<file path="config.mk">
export PLATFORM = sky130hd
export DESIGN_NAME = qkv_stream_ctrl
export DESIGN_NICKNAME = d
export VERILOG_FILES = /design/src/rtl/qkv_stream_ctrl_pkg.sv /design/src/rtl/qkv_stream_ctrl_stream_buf.sv /design/src/rtl/qkv_stream_ctrl.sv
export SDC_FILE = /design/constraint.sdc
export NUM_CORES = 1
export LEC_CHECK = 0
export CAP_MARGIN = 40
export CORE_ASPECT_RATIO = 0.9
export CORE_MARGIN = 5
export CORE_UTILIZATION = 48
export CTS_BUF_LIST = sky130_fd_sc_hd__clkbuf_8 sky130_fd_sc_hd__clkbuf_16
export CTS_CLUSTER_DIAMETER = 100
export DETAILED_ROUTE_END_ITERATION = 12
export PLACE_DENSITY = 0.75
export SYNTH_ARGS = -nofsm -noshare
export SYNTH_HDL_FRONTEND = slang
export SYNTH_HIERARCHICAL = 1
export SYNTH_SLANG_ARGS = --single-unit
</file>
<file path="constraint.sdc">
create_clock -name clk -period 2.9 [get_ports clk]
set_input_delay 0.29 -clock clk [delete_from_list [all_inputs] [get_ports clk]]
set_output_delay 0.29 -clock clk [all_outputs]
set_load 0.01 [all_outputs]
</file>
<file path="src/rtl/qkv_stream_ctrl_pkg.sv">
// qkv_stream_ctrl_pkg: shared vector types, sizing constants and FSM states for the Q/K/V streamer
package qkv_stream_ctrl_pkg;
  localparam int MAX_SEQ = 64;
  localparam int MAX_EMBEDDING_DIM = 4;
  localparam int ELEM_W = 8;
  localparam int VEC_W = MAX_EMBEDDING_DIM * ELEM_W;
  typedef logic [VEC_W-1:0] q_vector_t;
  typedef logic [VEC_W-1:0] k_vector_t;
  typedef logic [VEC_W-1:0] v_vector_t;
  typedef enum logic [2:0] {IDLE, Q_PH, KV_PH, WAIT_O, DONE} state_t;
endpackage

</file>
<file path="src/rtl/qkv_stream_ctrl_stream_buf.sv">
// stream_buf: 2-entry valid/ready buffer fed by a 1-cycle SRAM read pipe, with read credit
module stream_buf #(
  parameter type T = logic [31:0]
) (
  input  logic clk,
  input  logic rst,
  input  logic ren,
  input  T     rdata,
  output logic vld,
  input  logic rdy,
  output T     data,
  output logic credit
);
  T mem [2];
  logic inflight, wr_ptr, rd_ptr, pop;
  logic [1:0] cnt;
  // returning read data is presented directly when the buffer is empty
  assign vld = cnt != 2'd0 || inflight;
  assign data = cnt != 2'd0 ? mem[rd_ptr] : rdata;
  assign pop = vld && rdy;
  assign credit = {1'b0, cnt} + {2'b0, inflight} < 3'd2;
  always_ff @(posedge clk or posedge rst)
    if (rst) begin
      inflight <= 1'b0;
      wr_ptr <= 1'b0;
      rd_ptr <= 1'b0;
      cnt <= 2'd0;
    end else begin
      inflight <= ren;
      if (inflight) wr_ptr <= ~wr_ptr;
      if (pop) rd_ptr <= ~rd_ptr;
      cnt <= cnt + {1'b0, inflight} - {1'b0, pop};
    end
  always_ff @(posedge clk)
    if (inflight) mem[wr_ptr] <= rdata;
endmodule

</file>
<file path="src/rtl/qkv_stream_ctrl.sv">
// qkv_stream_ctrl: reads Q/K/V rows from SRAM and streams Q then num_k K/V pairs per query into a PE
module qkv_stream_ctrl import qkv_stream_ctrl_pkg::*; #(
  parameter int MAX_SEQ = qkv_stream_ctrl_pkg::MAX_SEQ,
  parameter int ADDR_W = $clog2(MAX_SEQ)
) (
  input  logic              clk,
  input  logic              rst,
  input  logic              start,
  input  logic [ADDR_W:0]   num_q,
  input  logic [ADDR_W:0]   num_k,
  output logic              busy,
  output logic              done,
  output logic              err,
  output logic              q_ren,
  output logic              k_ren,
  output logic              v_ren,
  output logic [ADDR_W-1:0] q_addr,
  output logic [ADDR_W-1:0] k_addr,
  output logic [ADDR_W-1:0] v_addr,
  input  q_vector_t         q_rdata,
  input  k_vector_t         k_rdata,
  input  v_vector_t         v_rdata,
  output logic              Q_vld_out,
  output logic              K_vld_out,
  output logic              V_vld_out,
  input  logic              Q_rdy_in,
  input  logic              K_rdy_in,
  input  logic              V_rdy_in,
  output q_vector_t         q_vector,
  output k_vector_t         k_vector,
  output v_vector_t         v_vector,
  input  logic              o_fire
);
  localparam logic [ADDR_W:0] MAX_N = (ADDR_W+1)'(MAX_SEQ);
  state_t state, state_n;
  logic [ADDR_W:0] nq, nk, q_idx, k_iss, k_cnt, v_cnt;
  logic q_iss, q_credit, k_credit, v_credit, q_fire, k_fire, v_fire, kv_go, last_q;
  stream_buf #(.T(q_vector_t)) u_q (.clk(clk), .rst(rst), .ren(q_ren), .rdata(q_rdata), .vld(Q_vld_out),
    .rdy(Q_rdy_in), .data(q_vector), .credit(q_credit));
  stream_buf #(.T(k_vector_t)) u_k (.clk(clk), .rst(rst), .ren(k_ren), .rdata(k_rdata), .vld(K_vld_out),
    .rdy(K_rdy_in), .data(k_vector), .credit(k_credit));
  stream_buf #(.T(v_vector_t)) u_v (.clk(clk), .rst(rst), .ren(v_ren), .rdata(v_rdata), .vld(V_vld_out),
    .rdy(V_rdy_in), .data(v_vector), .credit(v_credit));
  assign q_fire = Q_vld_out && Q_rdy_in;
  assign k_fire = K_vld_out && K_rdy_in;
  assign v_fire = V_vld_out && V_rdy_in;
  assign last_q = q_idx == nq - 1'b1;
  assign q_ren = state == Q_PH && !q_iss && q_credit;
  // K and V rows are fetched in lockstep so the two streams never drift more than the buffer depth
  assign kv_go = state == KV_PH && k_iss != nk && k_credit && v_credit;
  assign k_ren = kv_go;
  assign v_ren = kv_go;
  assign q_addr = q_idx[ADDR_W-1:0];
  assign k_addr = k_iss[ADDR_W-1:0];
  assign v_addr = k_iss[ADDR_W-1:0];
  assign busy = state == Q_PH || state == KV_PH || state == WAIT_O;
  assign done = state == DONE;
  always_comb begin
    state_n = state;
    case (state)
      IDLE:    if (start) state_n = (num_q == '0 || num_k == '0) ? DONE : Q_PH;
      Q_PH:    if (q_fire) state_n = KV_PH;
      KV_PH:   if (k_cnt == nk && v_cnt == nk) state_n = WAIT_O;
      WAIT_O:  if (o_fire) state_n = last_q ? DONE : Q_PH;
      default: state_n = IDLE;
    endcase
  end
  always_ff @(posedge clk or posedge rst)
    if (rst) begin
      state <= IDLE;
      err <= 1'b0;
      nq <= '0;
      nk <= '0;
      q_idx <= '0;
      k_iss <= '0;
      k_cnt <= '0;
      v_cnt <= '0;
      q_iss <= 1'b0;
    end else begin
      state <= state_n;
      err <= err || (o_fire && state != WAIT_O);
      if (state == IDLE && start) begin
        nq <= num_q > MAX_N ? MAX_N : num_q;
        nk <= num_k > MAX_N ? MAX_N : num_k;
        q_idx <= '0;
      end
      if (q_ren) q_iss <= 1'b1;
      if (state == Q_PH && q_fire) begin
        q_iss <= 1'b0;
        k_iss <= '0;
        k_cnt <= '0;
        v_cnt <= '0;
      end
      if (kv_go) k_iss <= k_iss + 1'b1;
      if (k_fire) k_cnt <= k_cnt + 1'b1;
      if (v_fire) v_cnt <= v_cnt + 1'b1;
      if (state == WAIT_O && o_fire && !last_q) q_idx <= q_idx + 1'b1;
    end
endmodule

</file>
==> results.md <==
* result of the run: completed
* Worst setup endpoint: k_ren
* DRC violation count after routing: 0
* iteration count of the initial detailed-routing pass: 5
* kind of capture point of the worst setup path: primary output
* count of nets left with antenna violations after detail routing: 0
* largest net degree at the start of global routing: 36
* Congestion Overflow GR: 0
* share of flip-flops with an asynchronous set or reset: 24.4%
* global-route total usage across every layer: 18.8%
* number of global-route vias before repair: 8240
* slew of the pin with the lowest slew margin: 0.552 ns
* number of top-level pins: 240
* IO buf count: 239
* area leader, netlist: sky130_fd_sc_hd__edfxtp_1
* Worst Path Max Fanout: 7
* RR Startpoint: nq[0]
* Vias/cell: 5.40
* clock tree root driver cell: sky130_fd_sc_hd__clkbuf_16
* Slew HR: 63.2%
* TritonCTS Buffers: 27
* vias after detailed routing: 8051
* Post-Synthesis Cell Area: 12000 sq um
* required time at the worst-slack endpoint: 2.61 ns
* worst endpoint data arrival time: 2.43 ns
* setup tns final: 0 ns
* Reg-to-Reg End: q_idx[0]
* number of max-slew violations in the final report: 0
* clock skew after layout: 0.0116 ns
* count of mapped cells out of synthesis: 920
* fraction of layout instances using a drive strength above 1: 15.1%
* share of total power in combinational logic: 44.5%
* min setup slack post-route: 0.184 ns
* number of antenna violations at the first check in global routing: 1
* P_int: 9820 uW
* CORE AREA: 24400 sq um
* type of the most critical hold path: in -> async
* switching fraction of total power: 35.1%
* cells along the critical path: a21oi_1, nor4b_1, o211ai_1, inv_1, clkdlybuf4s50_1
* post-detailed-routing wire length: 27.4 mm
* r2r worst-path depth: 8
* post-CTS setup buffers: 0
* Slowest-stage cell, CP: sky130_fd_sc_hd__clkdlybuf4s50_1
* sequential share of power: 33.1%
* WL per Instance: 18.4 um
* Final Hold Violating Endpoints: 0
* Critical Path Start Type: register
* synthesized area per cell: 13.0 sq um
* number of flops mapped to enable cells by yosys: 192
* Synth Net Count: 1048
* met3 wire length: 1.41 mm
* register bit count reported by yosys: 254
* later-pin clock latency in the skew report: 0.52 ns
* buffer depth of the longest clock path: 3
* Post-CTS Hold Fix Bufs: 0
* Final Net Count: 1262
* Yosys cell types: 57
* setup repair after global routing missed its margin: no
* final period utilization: 93.6%
* critical path launch point: u_k/inflight
* pwr/cell area: 983 nW/um^2
* leakage power of the design: 0.00565 uW
* detailed route wirelength on metal2: 13.1 mm
* DIE AREA: 28200 sq um
* CTS H-tree lvls: 1
* share of the synthesized area in the top cell type: 48.1%
* worst slack after detailed placement: 0.542 ns
* maximum vdd drop: 611 uV
* estimated wirelength of the detail-placed design: 18.7 mm
* switching power of the nets: 5320 uW
* Yosys Warn Count: 6
* number of endpoints failing setup at the final stage: 0
* global-route wire length before repair: 43.9 mm
* Achievable Freq: 368 MHz
* Post-Route M1 WL: 12.1 mm
* clock edge transition at the registers on the reported setup and hold paths: 0.06 ns
* sequential share of the synthesized area: 61.1%
* filler instances: 1882
* CTS tree: yes
* Clock Power Share: 22.4%
* Core Rows: 54
* shortest clock period the worst path allows after layout: 2.72 ns
* most area-consuming cells after synthesis: sky130_fd_sc_hd__edfxtp_1, sky130_fd_sc_hd__dfrtp_1, sky130_fd_sc_hd__mux2i_1
* register-to-register setup slack: 0.52 ns
* Area growth, synth to finish: 28.7%
* die width: 177 um
* number of clock sinks: 254
* number of instances resized during post-cts repair: 0
* die boundary height: 160 um
* weighted congestion reported at the end of routability-driven placement: 0.823
* highest signal layer in the routed design: met4
* Worst Setup Path Type: reg -> out
* Max stage delay on crit path: 0.58 ns
* DRC violation total after the first TritonRoute iteration: 435
* Main synth FF type: sky130_fd_sc_hd__edfxtp_1
* Initial Utilization: 49.1%
* Max-cap violations: 0
[worst min path at each step]
stage                   end  cells past startpoint
4_1_cts          u_k/cnt[0]                      2
3_3_place_gp   u_q/inflight                      1
3_5_place_dp   u_q/inflight                      1
6_report         u_k/cnt[1]                      2
2_1_floorplan    u_k/cnt[0]                      1
5_1_grt          u_q/cnt[0]                      2
[worst max-delay path, delay by kind of cell (launching register included)]
family / cells / cell delay, ns
buffers and inverters: 2 / 0.79
and+or+nand+nor: 1 / 0.32
AOI/OAI and AO/OA: 2 / 0.34
DFF: 1 / 0.46
[power groups by stage]
stage | Clock (uW) | Sequential (uW) | Combinational [uW]
after floorplan | 0 | 4780 | 4360
after global placement | 0 | 5050 | 6670
after detailed placement | 0 | 5080 | 6800
after CTS | 3460 | 5010 | 6830
after global routing | 3630 | 5090 | 7260
final | 3390 | 5010 | 6740
[routing by layer]
metal / global-route usage (%) / vias up
met5: 0 / -
met4: 5.03 / 0
met1: 26.1 / 3922
li1: - / 3850
met2: 31.0 / 230
met3: 3.00 / 49
[cell type report]
cell class              instances  area, sq um  area share, %
well taps                     336          420           2.73
inverters                      18         67.6          0.438
repair buffers                264         2650           17.2
flip-flops and latches        254         7320           47.5
multi-input cells             569         4070           26.4
clock buffers                  27          676           4.38
diodes                          1         2.50         0.0162
clock inverters                21          199           1.29
[per-stage QoR]
step	utilization (%)	cells	hold slack (ns)	instance area [sq um]	power (uW)
floorplan	-	920	0.0685	12000	9140
global placement	59.4	1439	0.441	14500	11700
detailed placement	59.6	1441	0.453	14500	11900
CTS	63.2	1489	0.130	15400	15300
global route	63.2	1490	0.151	15400	16000
finish	63.2	1490	0.141	15400	15100
[Yosys cell counts (all sizes together), types with 2 or more instances]
cell type / instances
a211oi: 2
a21o: 3
a21oi: 107
a22o: 4
a31o: 6
a31oi: 2
and2: 5
and3: 13
buf: 55
clkbuf: 24
dfrtp: 62
edfxtp: 192
ha: 11
inv: 18
mux2: 3
mux2i: 96
nand2: 33
nand2b: 17
nand3: 28
nand3b: 4
nor2: 12
nor2b: 6
nor3: 106
nor3b: 2
nor4: 2
nor4b: 2
o211ai: 3
o21ai: 37
o22ai: 3
o31ai: 6
or2: 6
or3: 8
or4: 2
xnor2: 21
xor2: 7
[kinds of logic after synthesis]
kind of cell,synth area share [%]
compound gates,11.2
xor+xnor,2.05
fa+ha+maj,1.15
buf+inv,5.00
flops,61.1
mux,8.31
simple gates,11.2
[flip-flops by register name, summed over array words and instances, names as in the netlist]
signal        flops
u_k/rd_ptr        1
u_k/mem          64
u_q/inflight      1
u_k/cnt           2
k_iss             7
u_v/mem          64
u_q/mem          64
err               1
u_v/cnt           2
state             3
nq                7
u_v/rd_ptr        1
u_v/inflight      1
k_cnt             7
u_v/wr_ptr        1
nk                7
u_q/rd_ptr        1
u_q/wr_ptr        1
u_k/inflight      1
u_q/cnt           2
q_iss             1
v_cnt             7
q_idx             7
u_k/wr_ptr        1
[cells in the final DEF (no fill, tap or decap), types with 5 or more instances in the layout]
cell type / Yosys / final
sky130_fd_sc_hd__clkbuf_16: 0 / 27
sky130_fd_sc_hd__dfrtp_1: 62 / 59
sky130_fd_sc_hd__buf_4: 28 / 20
sky130_fd_sc_hd__a31o_1: 5 / 5
sky130_fd_sc_hd__and3_1: 12 / 12
sky130_fd_sc_hd__inv_1: 18 / 21
sky130_fd_sc_hd__edfxtp_1: 192 / 192
sky130_fd_sc_hd__nand2b_1: 17 / 17
sky130_fd_sc_hd__mux2i_1: 96 / 96
sky130_fd_sc_hd__or3_1: 7 / 7
sky130_fd_sc_hd__xor2_1: 7 / 7
sky130_fd_sc_hd__o21ai_0: 37 / 37
sky130_fd_sc_hd__o31ai_1: 6 / 6
sky130_fd_sc_hd__clkinv_1: 0 / 7
sky130_fd_sc_hd__ha_1: 11 / 11
sky130_fd_sc_hd__a21oi_1: 17 / 17
sky130_fd_sc_hd__xnor2_1: 21 / 21
sky130_fd_sc_hd__nor2_1: 12 / 12
sky130_fd_sc_hd__nand3_1: 28 / 28
sky130_fd_sc_hd__a21oi_2: 90 / 90
sky130_fd_sc_hd__clkdlybuf4s50_1: 0 / 239
sky130_fd_sc_hd__nor3_1: 106 / 106
sky130_fd_sc_hd__clkinv_2: 0 / 5
sky130_fd_sc_hd__nand2_1: 33 / 33
sky130_fd_sc_hd__and2_1: 5 / 5
(Power assumes the default switching activity.)
